===== src/rtl/vram_arbiter.sv =====
// Frame-buffer RAM arbiter: display reads (1-cycle latency, never stalled) > posted CPU writes > CPU reads.
// CPU backpressure is cpu_ready: low while a read is outstanding, the write FIFO is full, or in reset.
module vram_arbiter #(
    parameter int ADDR_W       = 15,
    parameter int DATA_W       = 8,
    parameter int FIFO_DEPTH   = 4,
    parameter int STARVE_LIMIT = 1023
) (
    input  logic                        clk,
    input  logic                        rst,
    input  logic                        disp_req,
    input  logic [ADDR_W-1:0]           disp_addr,
    output logic [DATA_W-1:0]           disp_data,
    output logic                        disp_valid,
    input  logic                        cpu_we,
    input  logic                        cpu_re,
    input  logic [ADDR_W-1:0]           cpu_addr,
    input  logic [DATA_W-1:0]           cpu_wdata,
    output logic                        cpu_ready,
    output logic [DATA_W-1:0]           cpu_rdata,
    output logic                        cpu_rvalid,
    output logic                        mem_en,
    output logic                        mem_we,
    output logic [ADDR_W-1:0]           mem_addr,
    output logic [DATA_W-1:0]           mem_wdata,
    input  logic [DATA_W-1:0]           mem_rdata,
    output logic [$clog2(FIFO_DEPTH):0] fifo_level,
    output logic                        starved
);

    localparam int PTR_W = $clog2(FIFO_DEPTH);
    localparam int LVL_W = PTR_W + 1;
    localparam int CNT_W = $clog2(STARVE_LIMIT + 1);

    localparam logic [1:0] S_IDLE    = 2'd0;
    localparam logic [1:0] S_RD_PEND = 2'd1;
    localparam logic [1:0] S_RD_DATA = 2'd2;

    logic [1:0]        r_state;
    logic [ADDR_W-1:0] r_fifo_addr [FIFO_DEPTH];
    logic [DATA_W-1:0] r_fifo_data [FIFO_DEPTH];
    logic [PTR_W-1:0]  r_wr_ptr;
    logic [PTR_W-1:0]  r_rd_ptr;
    logic [LVL_W-1:0]  r_level;
    logic [ADDR_W-1:0] r_rd_addr;
    logic              r_disp_valid;
    logic              r_cpu_rvalid;
    logic [DATA_W-1:0] r_cpu_rdata;
    logic [CNT_W-1:0]  r_starve_cnt;
    logic              r_starved;

    logic w_empty;
    logic w_full;
    logic w_ready;
    logic w_push;
    logic w_rd_accept;
    logic w_pop;
    logic w_rd_issue;

    // Combinational grants are gated by rst so nothing reaches the RAM while in reset.
    assign w_empty     = (r_level == '0);
    assign w_full      = (r_level == LVL_W'(FIFO_DEPTH));
    assign w_ready     = rst && (r_state == S_IDLE) && !w_full;
    assign w_push      = cpu_we && w_ready;
    assign w_rd_accept = cpu_re && !cpu_we && w_ready;
    assign w_pop       = rst && !disp_req && !w_empty;
    assign w_rd_issue  = rst && !disp_req && w_empty && (r_state == S_RD_PEND);

    always_comb begin
        mem_en    = 1'b0;
        mem_we    = 1'b0;
        mem_addr  = '0;
        mem_wdata = '0;
        if (rst && disp_req) begin
            mem_en   = 1'b1;
            mem_addr = disp_addr;
        end else if (w_pop) begin
            mem_en    = 1'b1;
            mem_we    = 1'b1;
            mem_addr  = r_fifo_addr[r_rd_ptr];
            mem_wdata = r_fifo_data[r_rd_ptr];
        end else if (w_rd_issue) begin
            mem_en   = 1'b1;
            mem_addr = r_rd_addr;
        end
    end

    // Storage needs no reset: the pointers and level define which entries are live.
    always_ff @(posedge clk) begin
        if (w_push) begin
            r_fifo_addr[r_wr_ptr] <= cpu_addr;
            r_fifo_data[r_wr_ptr] <= cpu_wdata;
        end
    end

    always_ff @(posedge clk or negedge rst) begin
        if (!rst) begin
            r_wr_ptr <= '0;
            r_rd_ptr <= '0;
            r_level  <= '0;
        end else begin
            if (w_push)
                r_wr_ptr <= r_wr_ptr + PTR_W'(1);
            if (w_pop)
                r_rd_ptr <= r_rd_ptr + PTR_W'(1);
            if (w_push && !w_pop)
                r_level <= r_level + LVL_W'(1);
            else if (w_pop && !w_push)
                r_level <= r_level - LVL_W'(1);
        end
    end

    always_ff @(posedge clk or negedge rst) begin
        if (!rst) begin
            r_state      <= S_IDLE;
            r_rd_addr    <= '0;
            r_cpu_rvalid <= 1'b0;
            r_cpu_rdata  <= '0;
            r_disp_valid <= 1'b0;
        end else begin
            r_disp_valid <= disp_req;
            r_cpu_rvalid <= (r_state == S_RD_DATA);
            case (r_state)
                S_IDLE: begin
                    if (w_rd_accept) begin
                        r_rd_addr <= cpu_addr;
                        r_state   <= S_RD_PEND;
                    end
                end
                S_RD_PEND: begin
                    if (w_rd_issue)
                        r_state <= S_RD_DATA;
                end
                S_RD_DATA: begin
                    r_cpu_rdata <= mem_rdata;
                    r_state     <= S_IDLE;
                end
                default: r_state <= S_IDLE;
            endcase
        end
    end

    // Counts cycles the FIFO head loses its slot to the display; any drain resets it.
    always_ff @(posedge clk or negedge rst) begin
        if (!rst) begin
            r_starve_cnt <= '0;
            r_starved    <= 1'b0;
        end else if (!w_empty && disp_req) begin
            if (r_starve_cnt != CNT_W'(STARVE_LIMIT))
                r_starve_cnt <= r_starve_cnt + CNT_W'(1);
            if (r_starve_cnt >= CNT_W'(STARVE_LIMIT - 1))
                r_starved <= 1'b1;
        end else begin
            r_starve_cnt <= '0;
        end
    end

    assign cpu_ready  = w_ready;
    assign cpu_rdata  = r_cpu_rdata;
    assign cpu_rvalid = r_cpu_rvalid;
    assign disp_valid = r_disp_valid;
    assign disp_data  = mem_rdata;
    assign fifo_level = r_level;
    assign starved    = r_starved;

endmodule


===== config.mk =====
export PLATFORM = sky130hd
export DESIGN_NAME = vram_arbiter
export DESIGN_NICKNAME = d
export VERILOG_FILES = /design/src/rtl/vram_arbiter.sv
export SDC_FILE = /design/constraint.sdc
export NUM_CORES = 1
export LEC_CHECK = 0
export CORE_ASPECT_RATIO = 0.9
export CORE_MARGIN = 1.5
export CORE_UTILIZATION = 40
export DETAILED_ROUTE_END_ITERATION = 7
export REMOVE_ABC_BUFFERS = 1
export SYNTH_ARGS = -nofsm -noshare
export SYNTH_HDL_FRONTEND = slang
export SYNTH_SLANG_ARGS = --single-unit

===== constraint.sdc =====
create_clock -name clk -period 2.55 [get_ports clk]
set_input_delay 0.51 -clock clk [delete_from_list [all_inputs] [get_ports clk]]
set_output_delay 0.51 -clock clk [all_outputs]
set_load 0.03 [all_outputs]

=== Word-level counts from Yosys, hierarchy flattened ===
Memory sizes are Yosys's and may differ from the RTL's.
Index checks and enable logic that the tools add are counted.

* Equal/unequal tests: 7
* Reduce and logical (&&, ||, !) cells: 25
* Multiplexer cells: 19
* $lt $le $gt $ge: 1
* Add/sub/neg operators: 5

{| class="wikitable"
|+ Operators with widths
! operator !! number
|-
| $mux W15 || 3
|-
| $mux W10 || 2
|-
| $mux W8 || 2
|-
| $logic_and A1 B1 Y1 || 13
|-
| $add A10 B1 Y10 const B || 1
|-
| $ge A10 B10 Y1 const B || 1
|-
| $ne A10 B10 Y1 const B || 1
|-
| $mux W1 || 7
|-
| $logic_not A1 Y1 || 6
|-
| $mux W3 || 2
|-
| $reduce_and A2 Y1 || 3
|-
| $add A2 B1 Y2 const B || 2
|-
| $mux W2 || 2
|-
| $ne A2 B2 Y1 const B || 2
|-
| $pmux W2 S2 || 1
|-
| $add A3 B1 Y3 const B || 1
|-
| $eq A3 B3 Y1 const B || 1
|-
| $logic_not A3 Y1 || 1
|-
| $sub A3 B1 Y3 const B || 1
|-
| $eq A2 B1 Y1 const B || 1
|-
| $eq A2 B2 Y1 const B || 1
|-
| $logic_not A2 Y1 || 1
|-
| $ne A2 B1 Y1 const B || 1
|-
| $reduce_bool A2 Y1 || 1
|}

* Bits in registers: 45
* Output and inout bits: 48
* Memories: 2
* Word-level logic and storage cells: 69
* Input port bits: 51
* Bits in writable memories: 92

{| class="wikitable"
|+ Memory list
! name !! words !! width !! read ports !! clocked after memory_dff !! wr ports !! RTL line !! text
|-
| r_fifo_addr || 4 || 15 || 1 || 0 || 1 || 40 || <nowiki>logic [ADDR_W-1:0] r_fifo_addr [FIFO_DEPTH];</nowiki>
|-
| r_fifo_data || 4 || 8 || 1 || 0 || 1 || 41 || <nowiki>logic [DATA_W-1:0] r_fifo_data [FIFO_DEPTH];</nowiki>
|}

=== Depth between registers and ports, before layout ===
Gate-level depths: netlist of the first run.

* Depth in word-level cells: 8
* Gate-level depth with buffers: 10
* Mapped depth without buffers: 9

=== Worst setup path after synthesis of the first run ===
OpenSTA, ideal clock, no wires.

* Path type: flip-flop to flip-flop
* From: register r_level[1], in the netlist fifo_level[1]
* To: register r_level[2], in the netlist fifo_level[2]
* Stages on the path, launching flop included: 11
* Setup slack: 0.041 ns
* Clock period less this slack: 2.509 ns
* Data arrival time: 2.429 ns
* Library setup time: 0.081 ns
* Required time: 2.469 ns
* Path buffers: 1
* Cells stage by stage: dfrtp_1 -> or3_1 -> buf_2 -> and2_1 -> inv_1 -> ha_1 -> inv_1 -> fa_1 -> xor2_1 -> nor2_1 -> xor2_1

* Longest elaborated chain between the ends: 7
* Elaborated cells between the ends (all ways): 16
* Those cells by class: 2 x add/sub; 1 x eq/ne; 2 x mux; 11 x reduce/logical

{| class="wikitable"
|+ RTL lines
! what !! RTL line !! text
|-
| start: declaration || 44 || <nowiki>logic [LVL_W-1:0] r_level;</nowiki>
|-
| start signal: assignment || 107 || <nowiki>r_level <= r_level + LVL_W'(1);</nowiki>
|-
| start signal: assignment || 109 || <nowiki>r_level <= r_level - LVL_W'(1);</nowiki>
|-
| branches (longest 7 deep; another with $sub A3 B1 Y3) || n/a ||
|}

Parallel ways; which one is timed is not known. The select of a mux whose other input is x is not followed.
A chain may end at the register's enable or synchronous reset.

=== Worst setup path in the final report of the first run ===
* From: register r_rd_ptr[0]
* To: output port mem_addr[14]

* Longest elaborated chain between the ends: 3

{| class="wikitable"
|+ RTL lines
! what !! RTL line !! text
|-
| start: declaration || 43 || <nowiki>logic [PTR_W-1:0] r_rd_ptr;</nowiki>
|-
| start signal: assignment || 105 || <nowiki>r_rd_ptr <= r_rd_ptr + PTR_W'(1);</nowiki>
|-
| $mem_v2 Z4 W15 || n/a ||
|-
| $mux W15 || 77 || <nowiki>end else if (w_pop) begin</nowiki>
|-
| $mux W15 || 74 || <nowiki>if (rst && disp_req) begin</nowiki>
|-
| end: declaration || 24 || <nowiki>output logic [ADDR_W-1:0] mem_addr,</nowiki>
|}

Every way passes these cells.

==> results.md, run 1 <==
- Outcome: finished with violations
- Failing checks: setup timing
- Leakage power total: 2.93 nW
- Max-cap check violation count: 0
- Initial DRC count: 150
- Slew of the pin with the lowest slew margin: 0.714 ns
- Endpoint class of the critical path: primary output
- Worst vdd ir: 0.727 mV
- Vias per Instance: 5.11
- Count of state elements after synthesis: 137
- Clk Latency, worst-skew pair: 0.41 ns
- Synth Flop Type: edfxtp_1
- Vias: 3405
- Slew Limit Fails: 0
- DR DRC count: 0
- Worst Path Arrival: 2.13 ns
- Die Area: 15100 sq um
- Post-synth ARST share: 32.8%
- Yosys cell types: 43
- Max Clock Skew: 0.00597 ns
- Min setup slack post-route: -0.0942 ns
- Share of the synthesized area in the top cell type: 48.0%
- Largest net degree at the start of global routing: 35
- Gpl congestion: 0.755
- Layout cells sized above 1: 33.4%
- Top Ports: 99
- Core area: 14100 sq um
- Die extent in y: 117 um
- Seq/Total Area, Yosys: 67.6%
- Psw: 2.22 mW
- Synth area leader: edfxtp_1
- Root buffer cell: clkbuf_16
- CTS Sinks: 137
- H-tree Lvls: 4
- Rel. slew slack: 52.2%
- Number of synthesis warnings: 0
- DRT antenna net count: 0
- F_max: 0.378 GHz
- Worst Path Max Fanout: 13
- Row count: 41
- Nets: 519
- Vias in the first global route: 3521
- Seq pwr share: 39.1%
- Mean Syn Cell Area: 17.3 sq um
- Startpoint Class: register
- Final core utilization: 55.1%
- Tcrit/Tclk final: 104%
- Worst Setup Path Type: reg2out
- Synth-to-Final Area Change: 34.7%
- Post-synth EDFFs: 92
- Hold-fix buffers, CTS: 0
- Post-Synthesis Cells: 333
- Minimum clock period after layout: 2.64 ns
- Synth Cell Area: 5750 sq um
- Clock power share: 28.2%
- Switch share: 29.3%
- Starting Density: 40.9%
- Die Width: 129 um
- Routed wire length: 12200 um
- RSZ-0062 raised after global routing: yes
- First-pass GRT wire length: 18800 um
- Worst Hold Class: in2async
- R2R Setup Slk: 0.24 ns
- Inserted Clock Buffers: 17
- DRT Pass-1 Iters: 4
- Clk slew on worst S/H paths: 0.06 ns
- Top cells by area, synth: edfxtp_1, dfrtp_1, mux4_2
- Tot GR Track Use: 17.5%
- Worst Path Required: 2.04 ns
- Routed len/inst: 18.3 um
- Final-report hold violation count: 0
- Comb power frac: 32.6%
- Antenna Cells: 0
- Non-Filler Instances: 666
- Clock tree buffer depth: 2
- CTS tree: built
- Tot Pwr: 7.58 mW
- Initial antenna violation count: 0
- Post-DP HPWL: 8200 um
- Final setup vio count: 15
- Dpl cells: 630
- PortBufs: 98
- Internal: 5.36 mW
- GR Overflow Total: 0
- Fillers: 1172
- Power density cells: 979 nW/um^2
- R2r worst-path depth: 8
[final cells by class]
| cell class | instances | area, sq um | area share [%] |
|---|---|---|---|
| Inverter | 6 | 22.5 | 0.291 |
| Timing Repair Buffer | 133 | 1300 | 16.8 |
| Clock buffer | 19 | 433 | 5.59 |
| Sequential cell | 137 | 3890 | 50.2 |
| Clock inverter | 13 | 86.3 | 1.11 |
| Tap cell | 193 | 241 | 3.12 |
| Multi-Input combinational cell | 165 | 1770 | 22.8 |
[through the flow]
step | worst slack, ns | setup TNS (ns) | hold WS, ns | instance area (sq um)
after detailed placement | -0.0231 | -0.0489 | 0.467 | 7050
after CTS | -0.124 | -1.26 | 0.0538 | 7710
final | -0.0942 | -0.800 | 0.0673 | 7740
after global placement | -0.0101 | -0.0101 | 0.464 | 7050
after global routing | -0.179 | -2.10 | 0.0654 | 7740
after floorplan | -0.245 | -3.98 | 0.214 | 5600
[path summary, 6_finish.rpt]
path	from	to
setup / recovery	r_rd_ptr[0]	mem_addr[14]
hold / removal	rst	r_state[0]
setup reg to reg	r_state[0]	fifo_level[2]
hold reg to reg	starved	starved
max in group asynchronous	rst	fifo_level[2]
min in group clk	starved	starved
[synth_stat cells (5+ instances only)]
master     n
a221o_1   15
ha_1       7
clkbuf_1   8
and2_1     9
edfxtp_1  92
mux2_2    25
buf_2      5
and3_1    26
mux4_2    23
nand3_1    5
dfrtp_1   45
inv_1      6
a21oi_1    6
buf_4     10
[worst max-delay path: stages, from the launching register on]
cell and delay (ns):
dfrtp_2 0.41, buf_12 0.17, mux4_2 0.53, and3_4 0.19, a221o_1 0.27, buf_6 0.14
[power by group through the flow]
| stage | sequential, mW | clock (mW) | combinational (mW) |
|---|---|---|---|
| after global placement | 2.98 | 0 | 2.30 |
| after floorplan | 3.22 | 0 | 1.14 |
| final | 2.97 | 2.14 | 2.47 |
| after CTS | 2.96 | 2.20 | 2.49 |
| after global routing | 3.01 | 2.28 | 2.66 |
| after detailed placement | 3.00 | 0 | 2.33 |
[placed cells by master, fill, tap and decap left out, types with 2 or more instances in the layout]
master | netlist | routed
inv_1 | 6 | 6
xor2_1 | 2 | 2
nor2_1 | 3 | 3
and4_1 | 2 | 2
edfxtp_1 | 92 | 92
dfrtp_1 | 45 | 43
a211oi_1 | 3 | 3
and3_4 | 0 | 13
dfrtp_2 | 0 | 2
clkinv_2 | 0 | 6
nor3b_1 | 2 | 2
a21oi_1 | 6 | 6
buf_6 | 2 | 15
nand2_1 | 3 | 3
or3_4 | 0 | 2
and3_1 | 26 | 13
o21ai_0 | 4 | 4
ha_1 | 7 | 7
mux4_2 | 23 | 23
and2_1 | 9 | 8
clkbuf_1 | 8 | 2
nand3_1 | 5 | 5
a221o_1 | 15 | 15
buf_12 | 0 | 6
nand4_1 | 2 | 2
nor3_1 | 3 | 3
mux2_2 | 25 | 25
buf_4 | 10 | 40
clkbuf_16 | 0 | 17
clkinv_1 | 0 | 5
a31oi_1 | 3 | 3
clkdlybuf4s50_1 | 0 | 70
xnor2_1 | 4 | 4
[cell families after synthesis]
kind of cell | share of synthesized area [%]
mux | 13.9
fa+ha+maj | 1.87
compound gates | 5.55
flops | 67.6
buf+inv | 3.05
simple gates | 7.11
xor+xnor | 0.914
[per-layer routing]
metal	routed length, um	GRT usage, %	up-vias	part of all wire, %
met3	354	4.21	13	2.9
met4	204	7.94	0	1.7
met1	5480	21.6	1759	45
li1	-	-	1574	-
met5	0	0	-	0
met2	6140	29.3	59	50
[sequential cells by signal, summed over array words and instances, names as in the netlist, 3 cells and up]
register	flops
r_fifo_addr	60
r_fifo_data	32
r_rd_addr	15
r_starve_cnt	10
cpu_rdata	8
fifo_level	3
[timing repair]
item / CTS / global route
buffers inserted: 4 / 0
resized for setup: 29 / 7
setup endpoints to repair: 16 / 21
pin swaps: 1 / 0
No activity file was read; power rests on OpenSTA's default activity.
==> inputs of run 2 (changes only) <==
- SLEW_MARGIN: not set -> 20
==> results of run 2 <==
The final DEF is identical to that of run 1; final timing and power are the same.
==> inputs of run 3 (changes only) <==
- SLEW_MARGIN: 20 -> 40
==> results of run 3 <==
The final DEF is identical to that of run 1; final timing and power are the same.
